[src/rtl/div_unit.sv]
// div_unit: multi-cycle restoring radix-2 divider for MIPS DIV/DIVU.
// Produces one quotient bit per cycle and emits {hi=remainder, lo=quotient} as a one-cycle HI/LO write.
package div_pkg;
  typedef logic [31:0] reg_data_t;
  typedef struct packed {
    logic      en;
    reg_data_t hi;
    reg_data_t lo;
  } hilo_t;
  localparam logic RST_ENABLE  = 1'b1;
  localparam logic REG_ENABLE  = 1'b1;
  localparam logic REG_DISABLE = 1'b0;
endpackage

module div_unit
  import div_pkg::*;
#(
  parameter int WIDTH = 32
) (
  input  logic      clk,
  input  logic      rst,
  input  logic      start,
  input  logic      is_signed,
  input  reg_data_t dividend,
  input  reg_data_t divisor,
  input  logic      cancel,
  output logic      busy,
  output logic      done,
  output hilo_t     result
);

  localparam int CNT_W = $clog2(WIDTH);

  typedef enum logic [1:0] {S_IDLE, S_BYZERO, S_ON, S_END} state_t;

  state_t             r_state;
  logic [CNT_W-1:0]   r_cnt;
  logic [WIDTH-1:0]   r_rem;
  logic [WIDTH-1:0]   r_quo;
  logic [WIDTH-1:0]   r_dvs;
  logic [WIDTH-1:0]   r_hi;
  logic [WIDTH-1:0]   r_lo;
  logic               r_neg_q;
  logic               r_neg_r;

  logic               w_accept;
  logic               w_a_neg;
  logic               w_b_neg;
  logic [WIDTH-1:0]   w_a_mag;
  logic [WIDTH-1:0]   w_b_mag;
  logic [WIDTH+1:0]   w_sub;
  logic               w_borrow;
  logic [WIDTH-1:0]   w_rem_nx;
  logic [WIDTH-1:0]   w_quo_nx;

  assign w_accept = (r_state == S_IDLE) && start && !cancel;
  assign w_a_neg  = is_signed & dividend[WIDTH-1];
  assign w_b_neg  = is_signed & divisor[WIDTH-1];
  assign w_a_mag  = w_a_neg ? -dividend : dividend;
  assign w_b_mag  = w_b_neg ? -divisor  : divisor;

  // Trial subtraction on the shifted partial remainder; both top bits are set on a borrow.
  assign w_sub    = {1'b0, r_rem, r_quo[WIDTH-1]} - {2'b00, r_dvs};
  assign w_borrow = |w_sub[WIDTH+1:WIDTH];
  assign w_rem_nx = w_borrow ? {r_rem[WIDTH-2:0], r_quo[WIDTH-1]} : w_sub[WIDTH-1:0];
  assign w_quo_nx = {r_quo[WIDTH-2:0], !w_borrow};

  assign busy      = (r_state == S_ON) || (r_state == S_BYZERO) || w_accept;
  assign done      = (r_state == S_END) && !cancel;
  assign result.en = done ? REG_ENABLE : REG_DISABLE;
  assign result.hi = r_hi;
  assign result.lo = r_lo;

  // NOTE: all state below uses non-blocking assignments so every register samples pre-edge values.
  always_ff @(posedge clk) begin
    if (rst == RST_ENABLE) begin
      r_state <= S_IDLE;
      r_cnt   <= '0;
      r_rem   <= '0;
      r_quo   <= '0;
      r_dvs   <= '0;
      r_hi    <= '0;
      r_lo    <= '0;
      r_neg_q <= 1'b0;
      r_neg_r <= 1'b0;
    end else if (cancel) begin
      r_state <= S_IDLE;
    end else begin
      unique case (r_state)
        S_IDLE: begin
          if (start) begin
            r_neg_q <= w_a_neg ^ w_b_neg;
            r_neg_r <= w_a_neg;
            r_dvs   <= w_b_mag;
            r_rem   <= '0;
            r_cnt   <= '0;
            // A zero divisor keeps the raw dividend so it can be returned as hi.
            if (divisor == '0) begin
              r_quo   <= dividend;
              r_state <= S_BYZERO;
            end else begin
              r_quo   <= w_a_mag;
              r_state <= S_ON;
            end
          end
        end
        S_BYZERO: begin
          r_hi    <= r_quo;
          r_lo    <= '1;
          r_state <= S_END;
        end
        S_ON: begin
          r_rem <= w_rem_nx;
          r_quo <= w_quo_nx;
          r_cnt <= r_cnt + 1'b1;
          if (r_cnt == CNT_W'(WIDTH - 1)) begin
            r_lo    <= r_neg_q ? -w_quo_nx : w_quo_nx;
            r_hi    <= r_neg_r ? -w_rem_nx : w_rem_nx;
            r_state <= S_END;
          end
        end
        S_END:   r_state <= S_IDLE;
        default: r_state <= S_IDLE;
      endcase
    end
  end

endmodule
[config.mk]
export PLATFORM = sky130hd
export DESIGN_NAME = div_unit
export DESIGN_NICKNAME = d
export VERILOG_FILES = /design/src/rtl/div_unit.sv
export SDC_FILE = /design/constraint.sdc
export NUM_CORES = 1
export LEC_CHECK = 0
export BUFFER_PORTS_ARGS = -buffer_cell sky130_fd_sc_hd__buf_2
export CORE_ASPECT_RATIO = 1.2
export CORE_MARGIN = 2
export CORE_UTILIZATION = 60
export DETAILED_ROUTE_END_ITERATION = 8
export GPL_ROUTABILITY_DRIVEN = 0
export PLACE_DENSITY_LB_ADDON = 0.3
export SETUP_SLACK_MARGIN = 0.5
export SLEW_MARGIN = 20
export SYNTH_ARGS = -nofsm -noshare
export SYNTH_HDL_FRONTEND = slang
export SYNTH_SLANG_ARGS = --single-unit
[constraint.sdc]
create_clock -name clk -period 6.9 [get_ports clk]
set_clock_uncertainty 0.15 [all_clocks]
set_input_delay 1.38 -clock clk [delete_from_list [all_inputs] [get_ports clk]]
set_output_delay 1.38 -clock clk [all_outputs]
set_load 0.01 [all_outputs]
==> run summary <==
The run finished with clean final reports. Clock-pin slew was measured on the worst setup and hold paths at 0.07 ns. Across all layers, the routed design uses 12810 vias. The floorplan step set the die width to 134.8 µm. The initialized floorplan defines 57 standard-cell rows. The static leakage is 5.398 nW, and the max-slew violation count is 0.

When the netlist entered floorplanning its net count stood at 1773. Total count of hold-check failures in the final report: 0. After the first detailed-routing iteration, the DRC count stood at 1256. TritonCTS built the clock tree. CTS placed an instance of sky130_fd_sc_hd__clkbuf_16 at the clock tree root. For the worst-skew pair, the clock arrives at the later sink with an insertion delay of 0.45 ns. For this run, design rule violations remaining after detail routing come to 0.

For the number of placed instances with taps included, the log shows 1955. The number of clock buffers added by TritonCTS is 17. The synthesized design contains 169 register bits. Following the worst setup path forward leads to its endpoint at r_hi[28]. The most used flip-flop cell after synthesis is sky130_fd_sc_hd__dfxtp_1. The number of fill cells is 1704, and the data arrival time of the critical path is 5.83 ns.

Detailed placement ended at an HPWL of 28500 µm. Counting flops with an async set or reset pin after synthesis yields a share of 0%. Leaving out filler cells and counting taps, the final layout contains 1987.

The first global-routing pass estimated 60950 µm of wire. After layout, the minimum clock period comes to 5.599 ns. The final setup violation count was 0; the initial core utilization was 61.01%. The run gives 136 as the number of top-level pins. Transition time at the pin with the least slew margin: 0.9976 ns. Of all nets on the critical path, the largest fanout is 9. The average footprint of a synthesized cell works out to 7.409 µm². The core region area is 0.02018 mm², and the number of port buffers is 135.

The startpoint of the worst-slack reg-to-reg timing path is r_quo[31]. The repair_antennas step left the layout with diodes totalling 0. The die is 160.9 µm tall. Power spread over the standard cell area amounts to 200.5 mW/mm². The cell type with the highest aggregate area in the netlist is sky130_fd_sc_hd__dfxtp_1. After clock tree synthesis, the repair step resized 0 gates.

The sum of routed wire length over all layers is 38550 µm, and the maximum number of pins on one net before global-route repair is 92. Setup repair after global routing left no endpoint under its margin. Buffers inserted to repair hold after CTS numbered 0. The number of flops mapped to enable cells by yosys is 0, and the summed instance area of the synthesized netlist is 0.01231 mm². The endpoint identified for the worst register-to-register timing path is r_hi[28]. The tools report the number of antenna violations at the first check in global routing as 0. After synthesis, the cell types taking the most area are sky130_fd_sc_hd__dfxtp_1 (27%), sky130_fd_sc_hd__nand2_1 (6.3%), sky130_fd_sc_hd__xor2_1 (5.9%).

For the worst relative slew slack, the log shows 33.49%. Final worst setup slack: 1.301 ns. The warning count from the yosys run was 0; the portion of the post-synthesis area used by sequential elements was 27.48%. IR analysis of the VDD net gives a maximum drop of 0.1754 mV. For flop-to-flop paths, the worst setup slack is 1.30 ns.

The tools report the final net count as 1820. STA classifies the critical path startpoint as a flop. The tools report the startpoint of the most critical setup path as r_quo[31]. The upper clock frequency limit is 178.6 MHz.

The worst setup path is of the reg -> reg kind. Kind of path behind the tightest hold check: reg -> reg. The area growth from synthesis to layout is 9.887%.

The worst path uses 81.14% of the clock period. Summing all multi-input logic gate instances after layout gives 0.008233 mm². After global routing the overflow that remains totals 0.

After detailed routing, the average wire length per cell comes to 19.40 µm. The run gives 11690 as the via count of the first global-routing pass. For the worst setup path, the data required time is 7.13 ns. Once detail routing completed, the nets flagged for antenna violations numbered 0. Vias per cell: 6.444.

The tools report the number of library cell types mapped by synthesis as 82. The setup TNS was 0 ns; the number of sinks driven by the clock tree was 169. The number of standard cells after synthesis was 1662.

Max-cap violations in this run came to 0. Registers take 0.003383 mm². The die outline area is 0.02169 mm².

For the worst flop-to-flop path, the logic depth is 22. Cells fill 67.04% of the core in the end. In the final layout, the share of cells above drive strength 1 is 13.07%. The first detailed-routing pass ran for 6 iterations. Prior to clock tree synthesis, the placed netlist has a worst setup slack of 1.481 ns. The synthesized design devotes to its leading area cell type 27.48% of total area. The H-tree depth is 4.

The setup fix buffers added after clock tree synthesis was 0. The type of element capturing the critical path was a flop. No sink is reached through more buffers than the 2 on the longest clock path. For this run, the total global-route usage over all layers was measured as 35.34%.
==> Yosys cell counts, types with 8 or more instances <==
cell type / count
sky130_fd_sc_hd__o22ai_1: 9
sky130_fd_sc_hd__o41ai_1: 8
sky130_fd_sc_hd__or4_1: 19
sky130_fd_sc_hd__clkbuf_1: 84
sky130_fd_sc_hd__nand4_1: 17
sky130_fd_sc_hd__nor3b_1: 10
sky130_fd_sc_hd__and3_1: 16
sky130_fd_sc_hd__inv_1: 60
sky130_fd_sc_hd__mux2_2: 10
sky130_fd_sc_hd__o31ai_1: 30
sky130_fd_sc_hd__nor3_1: 37
sky130_fd_sc_hd__nor4_1: 15
sky130_fd_sc_hd__nand2b_1: 12
sky130_fd_sc_hd__dfxtp_1: 169
sky130_fd_sc_hd__xnor2_1: 38
sky130_fd_sc_hd__or3_1: 23
sky130_fd_sc_hd__a21o_1: 18
sky130_fd_sc_hd__mux2i_1: 31
sky130_fd_sc_hd__xor2_1: 83
sky130_fd_sc_hd__o211ai_1: 19
sky130_fd_sc_hd__nor2_1: 192
sky130_fd_sc_hd__and2_1: 14
sky130_fd_sc_hd__a22oi_1: 25
sky130_fd_sc_hd__nor2b_1: 8
sky130_fd_sc_hd__a21oi_1: 119
sky130_fd_sc_hd__buf_1: 8
sky130_fd_sc_hd__buf_2: 23
sky130_fd_sc_hd__a211oi_1: 72
sky130_fd_sc_hd__a31oi_1: 15
sky130_fd_sc_hd__nand2_1: 207
sky130_fd_sc_hd__ha_1: 41
sky130_fd_sc_hd__o21ai_0: 84
sky130_fd_sc_hd__a311oi_1: 16
sky130_fd_sc_hd__nand3_1: 23
==> area by class of cell <==
type / count / share of cell area (%)
Timing Repair Buffer: 147 / 5.678
Inverter: 61 / 1.692
Clock buffer: 18 / 3.246
Tap cell: 265 / 2.451
Multi-Input combinational cell: 1313 / 60.85
Sequential cell: 169 / 25.00
Clock inverter: 14 / 1.082
==> cell families (layout without fill, tap and decap cells) <==
| group | count (synthesis) | count (layout) | synth area share, % |
|---|---|---|---|
| xor gates and xnor gates | 121 | 121 | 8.607 |
| AOI/OAI and AO/OA | 489 | 489 | 26.67 |
| and+or+nand+nor | 620 | 620 | 23.61 |
| muxes | 41 | 41 | 3.435 |
| adders and majority gates | 42 | 42 | 4.329 |
| buffers and inverters | 180 | 240 | 5.873 |
| DFF | 169 | 169 | 27.48 |
==> metal layers <==
layer	vias to the layer above	part of all wire [%]	track usage [%]	routed length, µm
li1	6118	-	-	-
met1	5852	39	43.05	14860
met2	680	46	57.01	17590
met3	155	8.0	5.429	3078
met4	0	7.8	24.31	3021
met5	-	0	0	0
==> where the power goes <==
group	switching (mW)	total, mW	internal, mW
sequential	0.0615	1.09	1.03
clock	0.468	0.963	0.495
combinational	0.425	0.660	0.235
total	0.954	2.71	1.76
==> stage by stage <==
| step | total power, mW | hold slack (ns) | area (µm²) |
|---|---|---|---|
| global route | 2.823 | 0.3377 | 13530 |
| detailed placement | 1.749 | 0.2961 | 12940 |
| CTS | 2.701 | 0.3059 | 13530 |
| global placement | 1.738 | 0.2933 | 12940 |
| floorplan | 1.550 | 0.2819 | 12310 |
| finish | 2.714 | 0.3052 | 13530 |
==> critical path, cell delays in order, from the launching register on <==
cell	delay (ns)
sky130_fd_sc_hd__dfxtp_1	0.33
sky130_fd_sc_hd__inv_1	0.09
sky130_fd_sc_hd__ha_1	0.17
sky130_fd_sc_hd__inv_1	0.06
sky130_fd_sc_hd__fa_1	0.45
sky130_fd_sc_hd__a211oi_2	0.27
sky130_fd_sc_hd__o21ai_2	0.20
sky130_fd_sc_hd__o221ai_2	0.22
sky130_fd_sc_hd__a211oi_2	0.11
sky130_fd_sc_hd__or4_1	0.48
sky130_fd_sc_hd__o211a_2	0.18
sky130_fd_sc_hd__inv_2	0.12
sky130_fd_sc_hd__o21ai_0	0.15
sky130_fd_sc_hd__inv_1	0.09
sky130_fd_sc_hd__ha_1	0.19
sky130_fd_sc_hd__nand2_1	0.09
sky130_fd_sc_hd__nor4b_2	0.40
sky130_fd_sc_hd__nand4_1	0.19
sky130_fd_sc_hd__or4_1	0.49
sky130_fd_sc_hd__o22a_2	0.30
sky130_fd_sc_hd__nor4_1	0.33
sky130_fd_sc_hd__mux2_2	0.38
sky130_fd_sc_hd__o21ai_1	0.10
==> state kept, by name (all words and copies together), names as in the netlist, 2 cells and up <==
signal,cells
r_quo,32
r_lo,32
r_dvs,32
r_hi,32
r_rem,32
r_cnt,5
r_state,2
==> how the worst min path moves through the flow <==
stage                     slack, ns        end      start  depth (start not counted)
final                          0.31  r_dvs[31]  r_dvs[31]                          2
after CTS                      0.31  r_dvs[31]  r_dvs[31]                          2
after detailed placement       0.30  r_dvs[31]  r_dvs[31]                          2
after floorplan                0.28  r_dvs[30]  r_dvs[30]                          2
after global routing           0.34  r_dvs[31]  r_dvs[31]                          2
after global placement         0.29  r_dvs[31]  r_dvs[31]                          2
==> cell usage in the layout, fill, tap and decap left out, types with 8 or more instances in the layout <==
master                      Yosys  routed
sky130_fd_sc_hd__a211oi_1      72      72
sky130_fd_sc_hd__a21o_1        18      18
sky130_fd_sc_hd__a21oi_1      119     119
sky130_fd_sc_hd__a22oi_1       25      25
sky130_fd_sc_hd__a311oi_1      16      16
sky130_fd_sc_hd__a31oi_1       15      15
sky130_fd_sc_hd__and2_1        14      14
sky130_fd_sc_hd__and3_1        16      16
sky130_fd_sc_hd__buf_2         23     134
sky130_fd_sc_hd__buf_4          3      13
sky130_fd_sc_hd__clkbuf_16      0      17
sky130_fd_sc_hd__dfxtp_1      169     169
sky130_fd_sc_hd__ha_1          41      40
sky130_fd_sc_hd__inv_1         60      60
sky130_fd_sc_hd__mux2_2        10      10
sky130_fd_sc_hd__mux2i_1       31      31
sky130_fd_sc_hd__nand2_1      207     206
sky130_fd_sc_hd__nand2b_1      12      12
sky130_fd_sc_hd__nand3_1       23      23
sky130_fd_sc_hd__nand4_1       17      17
sky130_fd_sc_hd__nor2_1       192     190
sky130_fd_sc_hd__nor2b_1        8       8
sky130_fd_sc_hd__nor3_1        37      37
sky130_fd_sc_hd__nor3b_1       10       9
sky130_fd_sc_hd__nor4_1        15      15
sky130_fd_sc_hd__o211ai_1      19      19
sky130_fd_sc_hd__o21ai_0       84      84
sky130_fd_sc_hd__o22ai_1        9       9
sky130_fd_sc_hd__o31ai_1       30      30
sky130_fd_sc_hd__o41ai_1        8       8
sky130_fd_sc_hd__or3_1         23      23
sky130_fd_sc_hd__or4_1         19      19
sky130_fd_sc_hd__xnor2_1       38      38
sky130_fd_sc_hd__xor2_1        83      83
No activity file was read; power rests on OpenSTA's default activity.
